## config.mk

```make
export PLATFORM = sky130hd
export DESIGN_NAME = spi_xfer_arbiter
export DESIGN_NICKNAME = d
export VERILOG_FILES = /design/src/rtl/spi_xfer_arbiter.sv
export SDC_FILE = /design/constraint.sdc
export NUM_CORES = 1
export LEC_CHECK = 0
export CORE_UTILIZATION = 41
export CTS_CLUSTER_DIAMETER = 80
export DETAILED_ROUTE_END_ITERATION = 8
export PLACE_DENSITY = 0.8
export REMOVE_ABC_BUFFERS = 1
export SLEW_MARGIN = 20
export SYNTH_ARGS = -nofsm -noshare
export SYNTH_HDL_FRONTEND = slang
export SYNTH_SLANG_ARGS = --single-unit
```

## constraint.sdc

```tcl
create_clock -name clk -period 2.7 [get_ports clk]
set_input_delay 0.54 -clock clk [delete_from_list [all_inputs] [get_ports clk]]
set_output_delay 0.54 -clock clk [all_outputs]
set_load 0.01 [all_outputs]
```

## src/rtl/spi_xfer_arbiter.sv

```systemverilog
// spi_xfer_arbiter: round-robin sharing of one SPI transfer engine
// among NREQ requesters, with launch strobe, completion detect and timeout.
module spi_xfer_arbiter #(
  parameter int NREQ      = 4,
  parameter int DW        = 32,
  parameter int GO_CYCLES = 4,
  parameter int TIMEOUT   = 4096
) (
  input  logic                 clk,
  input  logic                 reset_n,
  input  logic                 en,
  input  logic [NREQ-1:0]      req,
  input  logic [NREQ*DW-1:0]   req_wdata,
  output logic [NREQ-1:0]      gnt,
  output logic [NREQ-1:0]      done,
  output logic                 err,
  output logic [DW-1:0]        rdata,
  output logic                 go_transfer,
  output logic [DW-1:0]        data_write_to_spi,
  input  logic                 data_pack_ready,
  input  logic [DW-1:0]        data_read_from_spi
);

  localparam int IW = (NREQ > 1) ? $clog2(NREQ) : 1;
  localparam int CW = $clog2(TIMEOUT);
  localparam logic [NREQ-1:0] ONE = NREQ'(1);

  typedef enum logic [1:0] {
    S_IDLE,
    S_LAUNCH,
    S_WAIT,
    S_DONE
  } state_t;

  state_t          state_q, state_d;
  logic [IW-1:0]   last_q, last_d;
  logic [IW-1:0]   idx_q, idx_d;
  logic [CW-1:0]   cnt_q, cnt_d;
  logic            cf_q, cf_d;
  logic            s1, s2, s3;
  logic            cmpl;
  logic [NREQ-1:0] gnt_d, done_d;
  logic            err_d, go_d;
  logic [DW-1:0]   rdata_d, wdata_d;
  logic            found;
  logic [IW-1:0]   win;
  logic [DW-1:0]   words [NREQ];

  for (genvar i = 0; i < NREQ; i++) begin : g_words
    assign words[i] = req_wdata[i*DW +: DW];
  end

  // falling edge of the SPI-domain ready after a 2-flop synchronizer
  assign cmpl = s3 & ~s2;

  always_ff @(posedge clk or negedge reset_n) begin
    if (!reset_n) begin
      s1 <= 1'b0;
      s2 <= 1'b0;
      s3 <= 1'b0;
    end else begin
      s1 <= data_pack_ready;
      s2 <= s1;
      s3 <= s2;
    end
  end

  always_comb begin
    int j;
    logic [IW-1:0] jj;
    found = 1'b0;
    win   = '0;
    j     = 0;
    jj    = '0;
    for (int k = 1; k <= NREQ; k++) begin
      j = int'(last_q) + k;
      if (j >= NREQ) j = j - NREQ;
      jj = IW'(j);
      if (!found && req[jj]) begin
        found = 1'b1;
        win   = jj;
      end
    end
  end

  always_comb begin
    state_d = state_q;
    last_d  = last_q;
    idx_d   = idx_q;
    cnt_d   = cnt_q;
    cf_d    = cf_q;
    gnt_d   = gnt;
    go_d    = go_transfer;
    done_d  = '0;
    err_d   = 1'b0;
    rdata_d = rdata;
    wdata_d = data_write_to_spi;
    if (!en) begin
      state_d = S_IDLE;
      gnt_d   = '0;
      go_d    = 1'b0;
      cf_d    = 1'b0;
      cnt_d   = '0;
    end else begin
      unique case (state_q)
        S_IDLE: begin
          if (found) begin
            state_d = S_LAUNCH;
            gnt_d   = ONE << win;
            wdata_d = words[win];
            go_d    = 1'b1;
            cnt_d   = '0;
            last_d  = win;
            idx_d   = win;
          end
        end
        S_LAUNCH: begin
          cnt_d = cnt_q + 1'b1;
          if (cmpl) cf_d = 1'b1;
          if (cnt_q == CW'(GO_CYCLES - 1)) begin
            go_d    = 1'b0;
            state_d = S_WAIT;
          end
        end
        S_WAIT: begin
          cnt_d = cnt_q + 1'b1;
          if (cmpl || cf_q) begin
            state_d = S_DONE;
            done_d  = ONE << idx_q;
            rdata_d = data_read_from_spi;
          end else if (cnt_q == CW'(TIMEOUT - 1)) begin
            state_d = S_DONE;
            done_d  = ONE << idx_q;
            err_d   = 1'b1;
          end
        end
        S_DONE: begin
          gnt_d   = '0;
          cf_d    = 1'b0;
          state_d = S_IDLE;
        end
        default: state_d = S_IDLE;
      endcase
    end
  end

  always_ff @(posedge clk or negedge reset_n) begin
    if (!reset_n) begin
      state_q           <= S_IDLE;
      last_q            <= IW'(NREQ - 1);
      idx_q             <= '0;
      cnt_q             <= '0;
      cf_q              <= 1'b0;
      gnt               <= '0;
      done              <= '0;
      err               <= 1'b0;
      rdata             <= '0;
      go_transfer       <= 1'b0;
      data_write_to_spi <= '0;
    end else begin
      state_q           <= state_d;
      last_q            <= last_d;
      idx_q             <= idx_d;
      cnt_q             <= cnt_d;
      cf_q              <= cf_d;
      gnt               <= gnt_d;
      done              <= done_d;
      err               <= err_d;
      rdata             <= rdata_d;
      go_transfer       <= go_d;
      data_write_to_spi <= wdata_d;
    end
  end

endmodule

```

Yosys cells after proc, flatten, opt, wreduce, memory -nomap -nowiden --
Cells that the tools add are included.
Storage, ports and cells: flip-flop bits (word level) 96, input port bits 168, logic and storage cells 116, output and inout port bits 74
Cells by class: equality and inequality tests 13, shift operators 2, bitwise operators 3, magnitude comparators 9, add/subtract/negate cells 9, reductions and logical operators 16, multiplexer cells 50
Operators with widths (count):
- binary-select mux 32 bit (select 2 bit) | 1
- two-way mux 32 bit | 2
- two-way mux 2 bit | 13
- two-way mux 12 bit | 2
- two-way mux 4 bit | 6
- case mux 12 bit (2 select lines) | 1
- two-way mux 1 bit | 17
- adder 12 x 1 -> 12 bit (second input constant) | 1
- equality test 12 bit (second input constant) | 1
- equality test 12 x 2 -> 1 bit (second input constant) | 1
- greater-or-equal comparator 3 bit (second input constant) | 4
- < comparator 2 x 3 -> 1 bit (second input constant) | 4
- AND reduction 3 bit | 4
- != test 3 x 1 -> 1 bit (second input constant) | 3
- != test 3 bit (second input constant) | 3
- binary-select mux 1 bit (select 2 bit) | 4
- case mux 2 bit (4 select lines) | 1
- case mux 4 bit (2 select lines) | 1
- << shifter 1 x 2 -> 4 bit (first input constant) | 2
- subtractor 2 x 1 -> 2 bit (second input constant) | 4
- adder 2 x 2 -> 3 bit (second input constant) | 2
- AND reduction 2 bit | 3
- adder 2 x 3 -> 4 bit (second input constant) | 1
- equality test 2 bit (second input constant) | 2
- 14 further kinds | 19

Longest topological paths before layout --
Gate-level depths: netlist (run 1).
depth in word-level cells 19, gate-level depth with buffers 8

Least setup slack after synthesis (run 1) --
No wires, ideal clock.
path kind input port to flip-flop, from in req[1], to reg cnt_q[6], cell stages on the path 7, data arrival time 1802 ps, setup slack 759 ps, required time 2561 ps, path buffers 2, path through buf_2 -> or4_1 -> buf_2 -> o2111a_1 -> nand4_1 -> xor2_1 -> nor2_1
Between the ends: cells in the longest elaborated chain, start to end 14, elaborated cells between the ends (all ways) 20, those cells by class 1 x eq/ne; 12 x mux; 7 x reduce/logical
Ends and longest elaborated chain:
- start: declaration | line 12 | input logic [NREQ-1:0] req,
- binary-select mux 1 bit (select 2 bit) | line 79 | if (!found && req[jj]) begin
- two-way mux 1 bit (not written as such) | line 79
- two-way mux 1 bit | line 79
- zero test 1 bit | line 79
- logical AND 1 bit | line 79
- two-way mux 1 bit | line 79
- zero test 1 bit | line 79
- logical AND 1 bit | line 79
- two-way mux 1 bit | line 79
- zero test 1 bit | line 79
- logical AND 1 bit | line 79
- two-way mux 1 bit (*) | line 79
- != test 3 bit (no source line) (*)
- AND reduction 2 bit (no source line) (*)
- end signal: assignment | line 164 | cnt_q <= cnt_d;
- end: declaration | line 38 | logic [CW-1:0] cnt_q, cnt_d;
Mark *: on every way between the ends. The rest lies on a longest branch, timed or not. The select of a mux whose other input is x is not followed. A chain may end at the register's enable or synchronous reset.

Worst setup path after layout (run 1) --
from in req[3], to reg cnt_q[6]
Same word-level chain as after synthesis.

==> results.yml, run 1 <==
clock_network:
  holdBufCountCts: 0
  cts_max_level: 3
  cts.sinks: 96
  numCtsBuffers: 9
  clkTransAtPathRegs_ns: 0.07
  cts-root-buf: "clkbuf_16"
  post_cts_resized: 0
  insertion_delay_ns: 0.35
  cts_setup_buffers: 0
  clockBufferDepth: 2
  cts_tree: "done"
logic_synthesis:
  yosys-top-cells-count: "dfrtp_1 (94), nor2_1 (47), mux2i_1 (34)"
  synth_edf_count: 0
  synth_warnings: 0
  seq_area_frac_synth: 0.4736
  synth_top_area_frac: 0.4633
  syn_area_per_cell_um2: 10.49
  synth_seq_cells: 96
  yosysMostFrequentCell: "dfrtp_1"
  synth_area_leader_cell: "dfrtp_1"
  synth_area_mm2: 0.005077
  ys_types: 57
  synth-async-reset-ratio: 1.000
  synthFlopType: "dfrtp_1"
  synth_cells: 484
  yosys-top-cells-area: "dfrtp_1 (46%), mux2_2 (7.1%), mux2i_1 (6.7%)"
floorplan:
  num_rows: 40
  core_area_mm2: 0.01206
  start_util: 0.4210
  ios: 242
  die_area_mm2: 0.01283
  chipHeight_um: 113.3
  die_width_um: 113.3
critical_path:
  cpPeakStageDelay_ns: 0.75
  crit_path_start_kind: "primary input"
  required_ns: 2.92
  cp_slowest_cell: "or4_1"
  setup.worst_path.end_class: "flop"
  reg2reg_slack_ns: 0.45
  critPathKind: "in -> reg"
  cp-startpoint: "req[3]"
  crit_path_end: "cnt_q[6]$_DFFE_PN0P_"
  reg2reg_from: "last_q[1]$_DFFE_PN1P_"
  reg2reg_depth: 6
  cp_cell_sequence: "clkdlybuf4s50_1, or4_1, o2111a_1, nand4_1, xor2_1, nor2_1"
  worstPathMaxFanout: 7
  worstPathArrival_ns: 2.55
  crit_cells: 6
  path_delay_family: "simple AND/OR/NAND/NOR gates"
  worst-path-buf-inv: 1
  r2r-end: "data_write_to_spi[27]$_DFFE_PN0P_"
drt:
  drt-pass1-iter-count: 4
  vias: 4870
  wire_per_inst_um: 17.11
  ant_nets: 0
  drt_iter0_drc: 250
  drc: 0
  routed_via_density: 5.441
  drt-total-wl_um: 15320
global_route:
  grt_pass1_wl_um: 24540
  grt_overflow: 0
  first_global_vias: 4997
  antenna_found_initial: 0
  grt_max_degree: 59
  grt.total_usage: 0.2452
timing:
  fmax_ghz: 0.4283
  period_needed_ns: 2.335
  tightest_slew_ns: 0.6516
  maxSlewViolCount: 0
  rsz0062_at_grt: "no"
  slew_headroom: 0.5656
  worst_slack_ns: 0.3653
  hold_viol: 0
  clock_skew_ns: 0.01093
  period_share: 0.8647
  setup_violations: 0
  setup_tns_ns: 0
power:
  power_density_mw_per_mm2: 893.2
  p_leak_uw: 0.003325
  design_power_total_uw: 7151
  vdd_drop_max_mv: 0.5165
placed_design:
  dp.cells: 878
  dp_hpwl_um: 11330
  dpl_cell_area_mm2: 0.007721
  dp_slack_ns: -0.2713
  io_buffers: 241
  gp_congestion: 0.8730
cells_and_area:
  finalInstanceArea_mm2: 0.008006
  multiInputGateArea_mm2: 0.002464
  fillCellCount: 952
  final_nets: 895
  layout.cells.non_filler: 895
  num_antenna_cells: 0
  ff_latch_area_mm2: 0.002405
  drive_above_1_share: 0.1073
  syn2layout_area_growth_pct: 57.69
min_path:
  hold_class: "in -> async"
outcome:
  status: "finished, final reports clean"
job:
  maxCapViolCount: 0
worst min path at each step:
| stage | startpoint | endpoint | slack, ns | depth (start not counted) |
|---|---|---|---|---|
| 6_report | reset_n | state_q[0]$_DFFE_PN0P_ | 0.21 | 1 |
| 4_1_cts | reset_n | go_transfer$_DFFE_PN0P_ | 0.23 | 1 |
| 5_1_grt | reset_n | state_q[0]$_DFFE_PN0P_ | 0.26 | 1 |
| 3_3_place_gp | s1$_DFF_PN0_ | s2$_DFF_PN0_ | 0.34 | 0 |
| 3_5_place_dp | s1$_DFF_PN0_ | s2$_DFF_PN0_ | 0.35 | 0 |
| 2_1_floorplan | reset_n | cf_q$_DFFE_PN0P_ | 0.24 | 0 |
sequential cells by signal, summed over array words and instances (netlist names):
register / count
err: 1
rdata: 32
idx_q: 2
s1: 1
s3: 1
gnt: 4
go_transfer: 1
data_write_to_spi: 32
done: 4
state_q: 2
last_q: 2
cf_q: 1
cnt_q: 12
s2: 1
cells in the final DEF (no fill, tap or decap), drive strengths merged, types with 3 or more instances in the layout:
cell type,instances
nor2b,3
xor2,5
nand2b,10
and2,3
nand3,9
dfrtp,94
o211a,6
nand4,5
clkdlybuf4s50,240
o21ai,52
a32o,3
a21oi,15
mux2,32
clkbuf,11
inv,10
nor3,5
a21o,5
nor2,48
or3,3
mux2i,34
nand2,20
a221oi,28
and3,3
ha,5
buf,19
o22ai,29
metrics by stage:
| stage | utilization | hold WS, ns |
|---|---|---|
| 2_1_floorplan | - | 0.2444 |
| 3_3_place_gp | 0.6401 | 0.3426 |
| 3_5_place_dp | 0.6401 | 0.3483 |
| 4_1_cts | 0.6629 | 0.2258 |
| 5_1_grt | 0.6638 | 0.2566 |
| 6_report | 0.6638 | 0.2147 |
cell type report:
cell class,count,area share
clock buffer,11,0.02907
clock inverter,5,0.005157
inverter,8,0.003751
multi-input combinational,348,0.3077
sequential,96,0.3004
tap,168,0.02625
timing repair buffer,259,0.3277
metal layers:
metal  global-route usage  wire, µm  up-vias
met5                    0         0        -
met4               0.1053       378        0
met2               0.4294      7670      243
met1               0.2765      6076     2315
li1                     -         -     2284
met3              0.07445      1190       28
cells by family (layout without fill, tap and decap cells):
kind of cell	after synthesis	count (layout)	share of synthesized area
AO/OA/AOI/OAI	151	151	0.2028
AND/OR/NAND/NOR	119	119	0.1163
flip-flops	96	96	0.4736
multiplexers	66	66	0.1380
buffers and inverters	40	283	0.04485
XOR/XNOR	7	7	0.01208
adder cells (fa/ha/maj)	5	5	0.01232
worst reg2reg max path, delay by kind of cell, from the launching register on:
kind	cells	cell delay, ns
compound gates	2	0.24
buf+inv	1	0.26
flops	1	0.68
mux	2	0.46
simple gates	1	0.49
report_power, final:
part           switching (µW)  internal, µW  leakage (µW)
Clock                     571           634      0.000127
Sequential                388          1980       0.00116
Combinational            1640          1950       0.00204
Power figures use the tool's default switching activity.
==> run 2, diff against run 1 <==
Settings changed: CORE_MARGIN set to 2.
==> results.yml, run 2 (synthesis gave the netlist of run 1 again) <==
drt:
  drt_iter0_drc: 348
  ant_nets: 0
  drt-total-wl_um: 15590
  drt-pass1-iter-count: 4
  drc: 0
  routed_via_density: 5.391
  vias: 4825
  wire_per_inst_um: 17.41
power:
  pwr-share-seq: 0.319
  p_leak_uw: 0.003366
  switchingPower_uw: 2575
  swShare: 0.3473
  pwr-share-clk: 0.200
  p_int_uw: 4839
  share_comb_of_total_power: 0.482
  design_power_total_uw: 7414
  vdd_drop_max_mv: 0.4215
  power_density_mw_per_mm2: 917.9
min_path:
  hold_class: "in -> async"
cells_and_area:
  layout.cells.non_filler: 895
  final_common_cell: "clkdlybuf4s50_1"
  reg.largest.list: "data_write_to_spi (32), rdata (32), cnt_q (12)"
  drive_above_1_share: 0.1087
  num_antenna_cells: 0
  final_nets: 895
  syn2layout_area_growth_pct: 59.09
  final_cell_mix: "clkdlybuf4s50_1 (240), dfrtp_1 (94), nor2_1 (46)"
  fillCellCount: 945
  fin_util: 0.6697
placed_design:
  io_buffers: 241
  dp_slack_ns: -0.1561
  gp_congestion: 0.9412
  dp.cells: 878
  dp_hpwl_um: 11480
outcome:
  status: "finished, final reports clean"
floorplan:
  start_util: 0.4210
  core_area_mm2: 0.01206
  die_width_um: 115.3
  chipHeight_um: 115.3
  die_area_mm2: 0.01329
  num_rows: 40
  ios: 242
clock_network:
  cts_setup_buffers: 0
  numCtsBuffers: 9
  clockBufferDepth: 2
  cts.sinks: 96
  cts-root-buf: "clkbuf_16"
  clkTransAtPathRegs_ns: 0.07
  holdBufCountCts: 0
  cts_max_level: 3
  post_cts_resized: 0
  cts_tree: "done"
  insertion_delay_ns: 0.34
job:
  maxCapViolCount: 0
critical_path:
  cpPeakStageDelay_ns: 0.46
  worstPathArrival_ns: 2.64
  worstPathMaxFanout: 14
  setup.worst_path.end_class: "flop"
  required_ns: 2.96
  crit_path_start_kind: "primary input"
  cp_cell_sequence: "clkdlybuf4s50_1, buf_4, nor2_1, a21oi_1, o32ai_4, buf_6, a221oi_1, o22ai_1"
  critPathKind: "in -> reg"
  reg2reg_depth: 7
  cp_slowest_cell: "clkdlybuf4s50_1"
timing:
  hold_viol: 0
  period_share: 0.8818
  maxSlewViolCount: 0
  tightest_slew_ns: 0.7030
  period_needed_ns: 2.381
  fmax_ghz: 0.4200
  setup_tns_ns: 0
  rsz0062_at_grt: "no"
  slew_headroom: 0.5282
  setup_violations: 0
  worst_slack_ns: 0.3193
  clock_skew_ns: 0.006827
global_route:
  grt_overflow: 0
  antenna_found_initial: 0
  grt.total_usage: 0.2307
  grt_pass1_wl_um: 24130
  grt_max_degree: 59
  first_global_vias: 4943
## run 2: cell count changes in the layout (fill, tap and decap cells not counted)
cell | before | now
clkbuf_1 | 2 | 1
clkinvlp_4 | 2 | 0
bufinv_16 | 0 | 3
clkinv_4 | 1 | 2
inv_6 | 2 | 1
## run 2: metal layers
metal  GRT usage  part of all wire
met1      0.2639              0.40
met2      0.4078              0.50
met3     0.06168             0.082
met4     0.09639             0.020
met5           0                 0
## run 2: path summary, 6_finish.rpt
kind	slack [ns]	end	from
setup / recovery	0.32	data_write_to_spi[20]$_DFFE_PN0P_	req[2]
hold / removal	0.19	rdata[14]$_DFFE_PN0P_	reset_n
setup reg to reg	0.52	cnt_q[11]$_DFFE_PN0P_	state_q[0]$_DFFE_PN0P_
hold reg to reg	0.36	s2$_DFF_PN0_	s1$_DFF_PN0_
max in group asynchronous	1.78	last_q[1]$_DFFE_PN1P_	reset_n
min in group clk	0.36	s2$_DFF_PN0_	s1$_DFF_PN0_
## run 2: cell type report
cell class | count | area, µm² | share of cell area
timing repair buffer | 259 | 2624 | 0.3248
multi-input combinational | 348 | 2464 | 0.3050
sequential | 96 | 2405 | 0.2977
clock buffer | 10 | 229.0 | 0.02835
tap | 168 | 210.2 | 0.02602
clock inverter | 6 | 116.4 | 0.01441
inverter | 8 | 30.03 | 0.003717
## run 2: power groups by stage
stage	Sequential (µW)	Combinational, µW	Clock, µW
after global placement	2350	3500	0
after global routing	2430	3880	1560
after CTS	2360	3590	1510
final	2360	3570	1480
after floorplan	2540	1570	0
after detailed placement	2380	3580	0
## run 2: critical path: cells and delay by family
kind                   cells  cell delay, ns
AND/OR/NAND/NOR            1            0.33
AO/OA/AOI/OAI              4            0.88
buffers and inverters      3            0.90
## run 2: stage by stage
stage | area (µm²) | hold WS (ns)
final | 8078 | 0.1947
after CTS | 8066 | 0.2108
after global placement | 7721 | 0.3434
after floorplan | 4880 | 0.2444
after global routing | 8078 | 0.2389
after detailed placement | 7721 | 0.3395
